## config.mk

```make
export PLATFORM = sky130hd
export DESIGN_NAME = vga_timing_gen_flat
export DESIGN_NICKNAME = d
export VERILOG_FILES = /design/src/rtl/vga_pkg.sv /design/src/rtl/vga_timing_gen_if.sv /design/src/rtl/vga_wrap_counter.sv /design/src/rtl/vga_timing_gen.sv /design/src/flat_wrapper.sv
export SDC_FILE = /design/constraint.sdc
export NUM_CORES = 1
export LEC_CHECK = 0
export CAP_MARGIN = 25
export CORE_ASPECT_RATIO = 1.5
export CORE_MARGIN = 2
export CORE_UTILIZATION = 40
export CTS_CLUSTER_SIZE = 14
export DETAILED_ROUTE_END_ITERATION = 7
export PLACE_DENSITY = 0.61
export SLEW_MARGIN = 20
export SYNTH_ARGS = -nofsm -noshare
export SYNTH_HDL_FRONTEND = slang
export SYNTH_SLANG_ARGS = --single-unit
```

## constraint.sdc

```tcl
create_clock -name vga_clk -period 6.75 [get_ports vga_clk]
set_clock_uncertainty 0.2 [all_clocks]
set_input_delay 1.35 -clock vga_clk [delete_from_list [all_inputs] [get_ports vga_clk]]
set_output_delay 1.35 -clock vga_clk [all_outputs]
set_load 0.1 [all_outputs]
```

## src/rtl/vga_pkg.sv

```systemverilog
// Shared timing constants, coordinate width and raster region decode for the
// 640x480 @ 60 Hz video timing path.
package vga_pkg;

    localparam int H_ACTIVE = 640;
    localparam int H_FP     = 16;
    localparam int H_SYNC   = 96;
    localparam int H_BP     = 48;
    localparam int V_ACTIVE = 480;
    localparam int V_FP     = 10;
    localparam int V_SYNC   = 2;
    localparam int V_BP     = 33;

    localparam int H_TOTAL  = H_ACTIVE + H_FP + H_SYNC + H_BP;
    localparam int V_TOTAL  = V_ACTIVE + V_FP + V_SYNC + V_BP;

    localparam int COORD_W  = 10;

    // Position of a counter within one axis of the raster
    typedef enum logic [1:0] {
        ACTIVE = 2'd0,
        FRONT  = 2'd1,
        SYNC   = 2'd2,
        BACK   = 2'd3
    } region_e;

    // Classify an axis position given the exclusive end of each region
    function automatic region_e region_decode(
        input logic [COORD_W-1:0] pos,
        input logic [COORD_W-1:0] active_end,
        input logic [COORD_W-1:0] fp_end,
        input logic [COORD_W-1:0] sync_end
    );
        region_e r;
        if (pos < active_end) begin
            r = ACTIVE;
        end else if (pos < fp_end) begin
            r = FRONT;
        end else if (pos < sync_end) begin
            r = SYNC;
        end else begin
            r = BACK;
        end
        return r;
    endfunction

endpackage

```

## src/rtl/vga_timing_gen_if.sv

```systemverilog
// Raster timing bundle: syncs, active-video qualifier, pixel coordinates and
// line/frame start pulses, shared by the generator and every renderer.
interface vga_timing_gen_if;
    import vga_pkg::*;

    logic               hs;
    logic               vs;
    logic               blank;
    logic [COORD_W-1:0] DrawX;
    logic [COORD_W-1:0] DrawY;
    logic               line_start;
    logic               frame_start;

    modport master (
        output hs, vs, blank, DrawX, DrawY, line_start, frame_start
    );

    modport slave (
        input  hs, vs, blank, DrawX, DrawY, line_start, frame_start
    );

endinterface

```

## src/rtl/vga_wrap_counter.sv

```systemverilog
// Modulo counter with enable. Resets to MODULUS-1 so the first enabled edge
// after reset lands on 0. Exposes the next count so the owner can register
// decoded flags in step with the count itself.
module vga_wrap_counter #(
    parameter int MODULUS = 800,
    parameter int WIDTH   = 10
) (
    input  logic             clk,
    input  logic             rst_n,
    input  logic             en,
    output logic [WIDTH-1:0] count,
    output logic [WIDTH-1:0] count_next,
    output logic             tc
);

    localparam logic [WIDTH-1:0] LAST = WIDTH'(MODULUS - 1);

    logic [WIDTH-1:0] count_r;
    logic [WIDTH-1:0] count_next_s;
    logic             tc_s;

    // Terminal-count detect and next-value selection (hold, increment or wrap)
    always_comb begin
        tc_s         = (count_r == LAST);
        count_next_s = count_r;
        if (en) begin
            if (tc_s) begin
                count_next_s = {WIDTH{1'b0}};
            end else begin
                count_next_s = count_r + {{(WIDTH-1){1'b0}}, 1'b1};
            end
        end else begin
            count_next_s = count_r;
        end
    end

    // Count register; reset parks it on the last value of the period
    always_ff @(posedge clk or negedge rst_n) begin
        if (!rst_n) begin
            count_r <= LAST;
        end else begin
            count_r <= count_next_s;
        end
    end

    assign count      = count_r;
    assign count_next = count_next_s;
    assign tc         = tc_s;

endmodule

```

## src/rtl/vga_timing_gen.sv

```systemverilog
// Raster timing generator. Two wrap counters give the pixel coordinates; all
// sync/qualifier/pulse outputs are registered from the counters' next values
// so every output flop describes the same (DrawX, DrawY) in the same cycle.
module vga_timing_gen
    import vga_pkg::*;
#(
    parameter int H_ACTIVE = vga_pkg::H_ACTIVE,
    parameter int H_FP     = vga_pkg::H_FP,
    parameter int H_SYNC   = vga_pkg::H_SYNC,
    parameter int H_BP     = vga_pkg::H_BP,
    parameter int V_ACTIVE = vga_pkg::V_ACTIVE,
    parameter int V_FP     = vga_pkg::V_FP,
    parameter int V_SYNC   = vga_pkg::V_SYNC,
    parameter int V_BP     = vga_pkg::V_BP
) (
    input  logic              vga_clk,
    input  logic              reset_n,
    vga_timing_gen_if.master  vid
);

    localparam int H_LEN = H_ACTIVE + H_FP + H_SYNC + H_BP;
    localparam int V_LEN = V_ACTIVE + V_FP + V_SYNC + V_BP;

    localparam logic [COORD_W-1:0] H_ACT_END  = COORD_W'(H_ACTIVE);
    localparam logic [COORD_W-1:0] H_FP_END   = COORD_W'(H_ACTIVE + H_FP);
    localparam logic [COORD_W-1:0] H_SYNC_END = COORD_W'(H_ACTIVE + H_FP + H_SYNC);
    localparam logic [COORD_W-1:0] V_ACT_END  = COORD_W'(V_ACTIVE);
    localparam logic [COORD_W-1:0] V_FP_END   = COORD_W'(V_ACTIVE + V_FP);
    localparam logic [COORD_W-1:0] V_SYNC_END = COORD_W'(V_ACTIVE + V_FP + V_SYNC);

    logic [COORD_W-1:0] x_s;
    logic [COORD_W-1:0] y_s;
    logic [COORD_W-1:0] x_next_s;
    logic [COORD_W-1:0] y_next_s;
    logic               h_tc_s;
    logic               v_tc_s;

    region_e            h_region_s;
    region_e            v_region_s;
    logic               blank_next_s;
    logic               hs_next_s;
    logic               vs_next_s;
    logic               line_start_next_s;
    logic               frame_start_next_s;

    logic               hs_r;
    logic               vs_r;
    logic               blank_r;
    logic               line_start_r;
    logic               frame_start_r;

    vga_wrap_counter #(
        .MODULUS (H_LEN),
        .WIDTH   (COORD_W)
    ) u_h_cnt (
        .clk        (vga_clk),
        .rst_n      (reset_n),
        .en         (1'b1),
        .count      (x_s),
        .count_next (x_next_s),
        .tc         (h_tc_s)
    );

    vga_wrap_counter #(
        .MODULUS (V_LEN),
        .WIDTH   (COORD_W)
    ) u_v_cnt (
        .clk        (vga_clk),
        .rst_n      (reset_n),
        .en         (h_tc_s),
        .count      (y_s),
        .count_next (y_next_s),
        .tc         (v_tc_s)
    );

    // Decode the coordinates that will be presented after the next edge
    always_comb begin
        h_region_s         = region_decode(x_next_s, H_ACT_END, H_FP_END, H_SYNC_END);
        v_region_s         = region_decode(y_next_s, V_ACT_END, V_FP_END, V_SYNC_END);
        blank_next_s       = (h_region_s == ACTIVE) && (v_region_s == ACTIVE);
        hs_next_s          = (h_region_s != SYNC);
        vs_next_s          = (v_region_s != SYNC);
        // x wraps to 0 exactly when the horizontal counter is at its last value
        line_start_next_s  = h_tc_s;
        frame_start_next_s = h_tc_s && v_tc_s;
    end

    // Output flops; reset forces idle syncs and blanking with no pulses
    always_ff @(posedge vga_clk or negedge reset_n) begin
        if (!reset_n) begin
            hs_r          <= 1'b1;
            vs_r          <= 1'b1;
            blank_r       <= 1'b0;
            line_start_r  <= 1'b0;
            frame_start_r <= 1'b0;
        end else begin
            hs_r          <= hs_next_s;
            vs_r          <= vs_next_s;
            blank_r       <= blank_next_s;
            line_start_r  <= line_start_next_s;
            frame_start_r <= frame_start_next_s;
        end
    end

    assign vid.DrawX       = x_s;
    assign vid.DrawY       = y_s;
    assign vid.hs          = hs_r;
    assign vid.vs          = vs_r;
    assign vid.blank       = blank_r;
    assign vid.line_start  = line_start_r;
    assign vid.frame_start = frame_start_r;

endmodule

```

## src/flat_wrapper.sv

```systemverilog
// flat-port wrapper written by rule: the top's interface ports become plain ports
module vga_timing_gen_flat import vga_pkg::*;
#(
    parameter int H_ACTIVE = vga_pkg::H_ACTIVE,
    parameter int H_FP     = vga_pkg::H_FP,
    parameter int H_SYNC   = vga_pkg::H_SYNC,
    parameter int H_BP     = vga_pkg::H_BP,
    parameter int V_ACTIVE = vga_pkg::V_ACTIVE,
    parameter int V_FP     = vga_pkg::V_FP,
    parameter int V_SYNC   = vga_pkg::V_SYNC,
    parameter int V_BP     = vga_pkg::V_BP
)
  (vga_clk, reset_n, vid_hs, vid_vs, vid_blank, vid_DrawX, vid_DrawY, vid_line_start, vid_frame_start);
  vga_timing_gen_if vid_i ();
  input  logic vga_clk;
  input  logic reset_n;
  output wire logic [$bits(vid_i.hs)-1:0] vid_hs;
  output wire logic [$bits(vid_i.vs)-1:0] vid_vs;
  output wire logic [$bits(vid_i.blank)-1:0] vid_blank;
  output wire logic [$bits(vid_i.DrawX)-1:0] vid_DrawX;
  output wire logic [$bits(vid_i.DrawY)-1:0] vid_DrawY;
  output wire logic [$bits(vid_i.line_start)-1:0] vid_line_start;
  output wire logic [$bits(vid_i.frame_start)-1:0] vid_frame_start;
  assign vid_hs = vid_i.hs;
  assign vid_vs = vid_i.vs;
  assign vid_blank = vid_i.blank;
  assign vid_DrawX = vid_i.DrawX;
  assign vid_DrawY = vid_i.DrawY;
  assign vid_line_start = vid_i.line_start;
  assign vid_frame_start = vid_i.frame_start;
  vga_timing_gen #(.H_ACTIVE(H_ACTIVE), .H_FP(H_FP), .H_SYNC(H_SYNC), .H_BP(H_BP), .V_ACTIVE(V_ACTIVE), .V_FP(V_FP), .V_SYNC(V_SYNC), .V_BP(V_BP)) u_core (.vga_clk(vga_clk), .reset_n(reset_n), .vid(vid_i));
endmodule
```

==> results.yml <==
detailed_routing:
  drc: 0
  wl_um: 2820
  antenna_left: 0
  vias: 1066
  detailedRoute.firstIterationViolations: 22
  wl_per_cell_um: 14.2
  drt_pre_antenna_iters: 4
  vias_per_cell: 5.36
timing:
  finalCriticalPeriod_ns: 3.58
  worstMarginPinSlew_ns: 0.969
  slew_viol_final: 0
  timing.fmax_ghz: 0.279
  layout_setup_ws_ns: 3.17
  holdWs_ns: 0.350
  hold_viol: 0
  setup_violations: 0
  rsz0062_at_grt: "no"
  fin_crit_sh_pct: 53.1
  relSlewSlack_pct: 35.2
  fin_setup_tns_ns: 0
placement:
  gp_congestion: 0.798
  hpwl_um: 2100
  dpl_cell_area_mm2: 0.00162
  place_ws_ns: 3.46
  numPortBuffers: 26
setup_path:
  path_max_fanout: 11
  slowest_stage: "clkdlybuf4s50_1"
  critical-path-max-stage-delay_ns: 1.15
  crit_buf_inv: 1
  critPathLaunchType: "flip-flop"
  endpoint_kind: "primary output"
  cp.required_ns: 5.20
  worstPathArrival_ns: 2.03
  path_class: "flip-flop to primary output"
  crit_family: "buffers and inverters"
  cp_cell_sequence: "clkdlybuf4s50_1"
yosys:
  synth_cells: 131
  synth_seq_cells: 25
  synthesis.nets: 136
  synth_fa_ha_area_share_pct: 2.83
  seq_area_frac_synth_pct: 48.3
  synth_area_mm2: 0.00133
  synth_cell_type_count: 42
  synth_top_family_by_area: "simple AND/OR/NAND/NOR gates"
  synth_compound_area_share_pct: 12.6
  synth-xor-area-share_pct: 7.26
  yosys_warnings: 0
  syn_avg_cell_area_um2: 10.1
  synth_mux_area_share_pct: 0
  synthSimpleGateAreaFrac_pct: 24.1
cts:
  ctsResizeCount: 0
  root_buffer: "clkbuf_8"
  clk_latency_ns: 0.26
  numClockSinks: 25
  cts.clk_slew.worst_paths_ns: 0.08
  cts.htree.levels: 1
  cts_setup_buffers: 0
  cts_buffer_depth: 2
  hold_buffers: 0
  numCtsBuffers: 3
  cts_tree: "done"
global_route:
  grt_pass1_vias: 1031
  antenna_found_initial: 0
  grt_pass1_wl_um: 4760
  grt_util_all_layers_pct: 16.9
  grt_max_degree: 26
  grt_overflow: 0
floorplanning:
  io_pins: 27
  fp-row-count: 25
  die_area_mm2: 0.00380
  start_util_pct: 42.0
  core_mm2: 0.00316
  die_x_um: 51.0
  die_y_um: 74.5
power_and_ir_drop:
  leakage_nw: 0.663
  ir_worst_vdd_mv: 0.102
  p_per_area_mw_per_mm2: 144
final_layout:
  num-nets-final: 165
  drive_gt1_share_pct: 13.2
  finalInstanceArea_mm2: 0.00166
  final_cell_mix: "clkdlybuf4s50_1 (26), dfrtp_1 (13), dfstp_2 (12)"
  mostFrequentLayoutCell: "clkdlybuf4s50_1"
  diodes: 0
  areaGrowthSynthToFinish_pct: 25.3
hold_path:
  hold_path.class: "flip-flop to flip-flop"
status:
  status: "complete, no violations"
job:
  drv_cap: 0
==> per-stage QoR <==
stage               std cells  total power [mW]  util [%]
floorplan                 131             0.153         -
global placement          195             0.157      51.2
detailed placement        195             0.157      51.2
CTS                       199             0.244      52.6
global route              199             0.252      52.6
finish                    199             0.239      52.6
==> metal layers <==
metal / vias to the layer above / track usage (%) / wire length, µm
met2: 20 / 29.0 / 1450
met4: 0 / 9.61 / 91
met5: - / 0 / 0
met1: 507 / 19.9 / 1200
met3: 7 / 2.41 / 79
li1: 532 / - / -
==> cell usage after synthesis <==
cell / instances / area, µm²
dfrtp_1: 13 / 325
o211ai_1: 1 / 7.51
a41oi_1: 1 / 8.76
xnor2_1: 6 / 52.6
o2111ai_1: 1 / 8.76
and3_1: 2 / 12.5
nand3_1: 10 / 50.1
nor4_1: 3 / 18.8
o31ai_1: 1 / 7.51
xor2_1: 5 / 43.8
nand4_1: 5 / 31.3
a211oi_1: 1 / 7.51
and4_1: 1 / 8.76
a21boi_0: 1 / 7.51
or4b_1: 1 / 10.0
buf_6: 2 / 22.5
nor3_1: 4 / 20.0
and2_1: 3 / 18.8
o31a_1: 2 / 17.5
dfstp_2: 12 / 315
nor4b_1: 1 / 8.76
or3b_1: 1 / 8.76
nand4bb_1: 1 / 11.3
nand3b_1: 1 / 7.51
o21ba_2: 2 / 20.0
o21ai_1: 1 / 5.00
clkbuf_2: 1 / 5.00
a31o_2: 1 / 8.76
inv_1: 10 / 37.5
a21oi_1: 6 / 30.0
or3_1: 2 / 12.5
a31oi_1: 1 / 6.26
and3_2: 1 / 7.51
o21ai_0: 5 / 25.0
a21o_1: 1 / 7.51
or4_1: 1 / 7.51
nor2b_1: 1 / 6.26
ha_1: 3 / 37.5
nor2_1: 9 / 33.8
nand2_1: 4 / 15.0
and3b_1: 2 / 17.5
nor4_2: 1 / 12.5
==> layout make-up <==
type | instances | area, µm²
repair buffers | 27 | 268
flip-flops and latches | 25 | 641
fillers | 309 | 1500
well taps | 40 | 50.0
clock buffers | 4 | 45.0
inverters | 10 | 37.5
multi-input cells | 93 | 621
==> power by group <==
group / internal, mW / switching [mW]
clock network: 0.0421 / 0.0430
logic: 0.000885 / 0.00281
registers: 0.150 / 0
==> cell families (layout without fill, tap and decap cells) <==
family | Yosys count | in the layout
AND/OR/NAND/NOR | 54 | 54
AO/OA/AOI/OAI | 25 | 25
adder cells (fa/ha/maj) | 3 | 3
flip-flops | 25 | 25
buffers and inverters | 13 | 41
XOR/XNOR | 11 | 11
==> worst reg2reg max path: stages (launching register included) <==
cell	delay, ns
dfstp_2	0.40
ha_1	0.24
and4_1	0.23
nand3_1	0.27
inv_1	0.25
a31oi_1	0.34
or4b_1	0.45
or4_1	0.40
==> sequential cells by signal, summed over array words and instances (netlist names) <==
register / flops
u_core.vid.blank: 1
u_core.vid.frame_start: 1
u_core.u_v_cnt.count: 10
u_core.vid.hs: 1
u_core.vid.line_start: 1
u_core.u_h_cnt.count: 10
u_core.vid.vs: 1
==> path summary, 6_finish.rpt <==
path                       cells past startpoint                    start  slack [ns]                       to
max                                            1  u_core.u_v_cnt.count[2]        3.17             vid_DrawY[2]
min                                            1  u_core.u_h_cnt.count[2]        0.35  u_core.u_h_cnt.count[2]
max reg2reg                                    7  u_core.u_h_cnt.count[0]        3.89            u_core.vid.vs
min reg2reg                                    1  u_core.u_h_cnt.count[2]        0.35  u_core.u_h_cnt.count[2]
max in group asynchronous                      2                  reset_n        4.82            u_core.vid.hs
min in group asynchronous                      2                  reset_n        1.24  u_core.u_h_cnt.count[6]
Note: power is estimated with default switching activity, not from simulation.
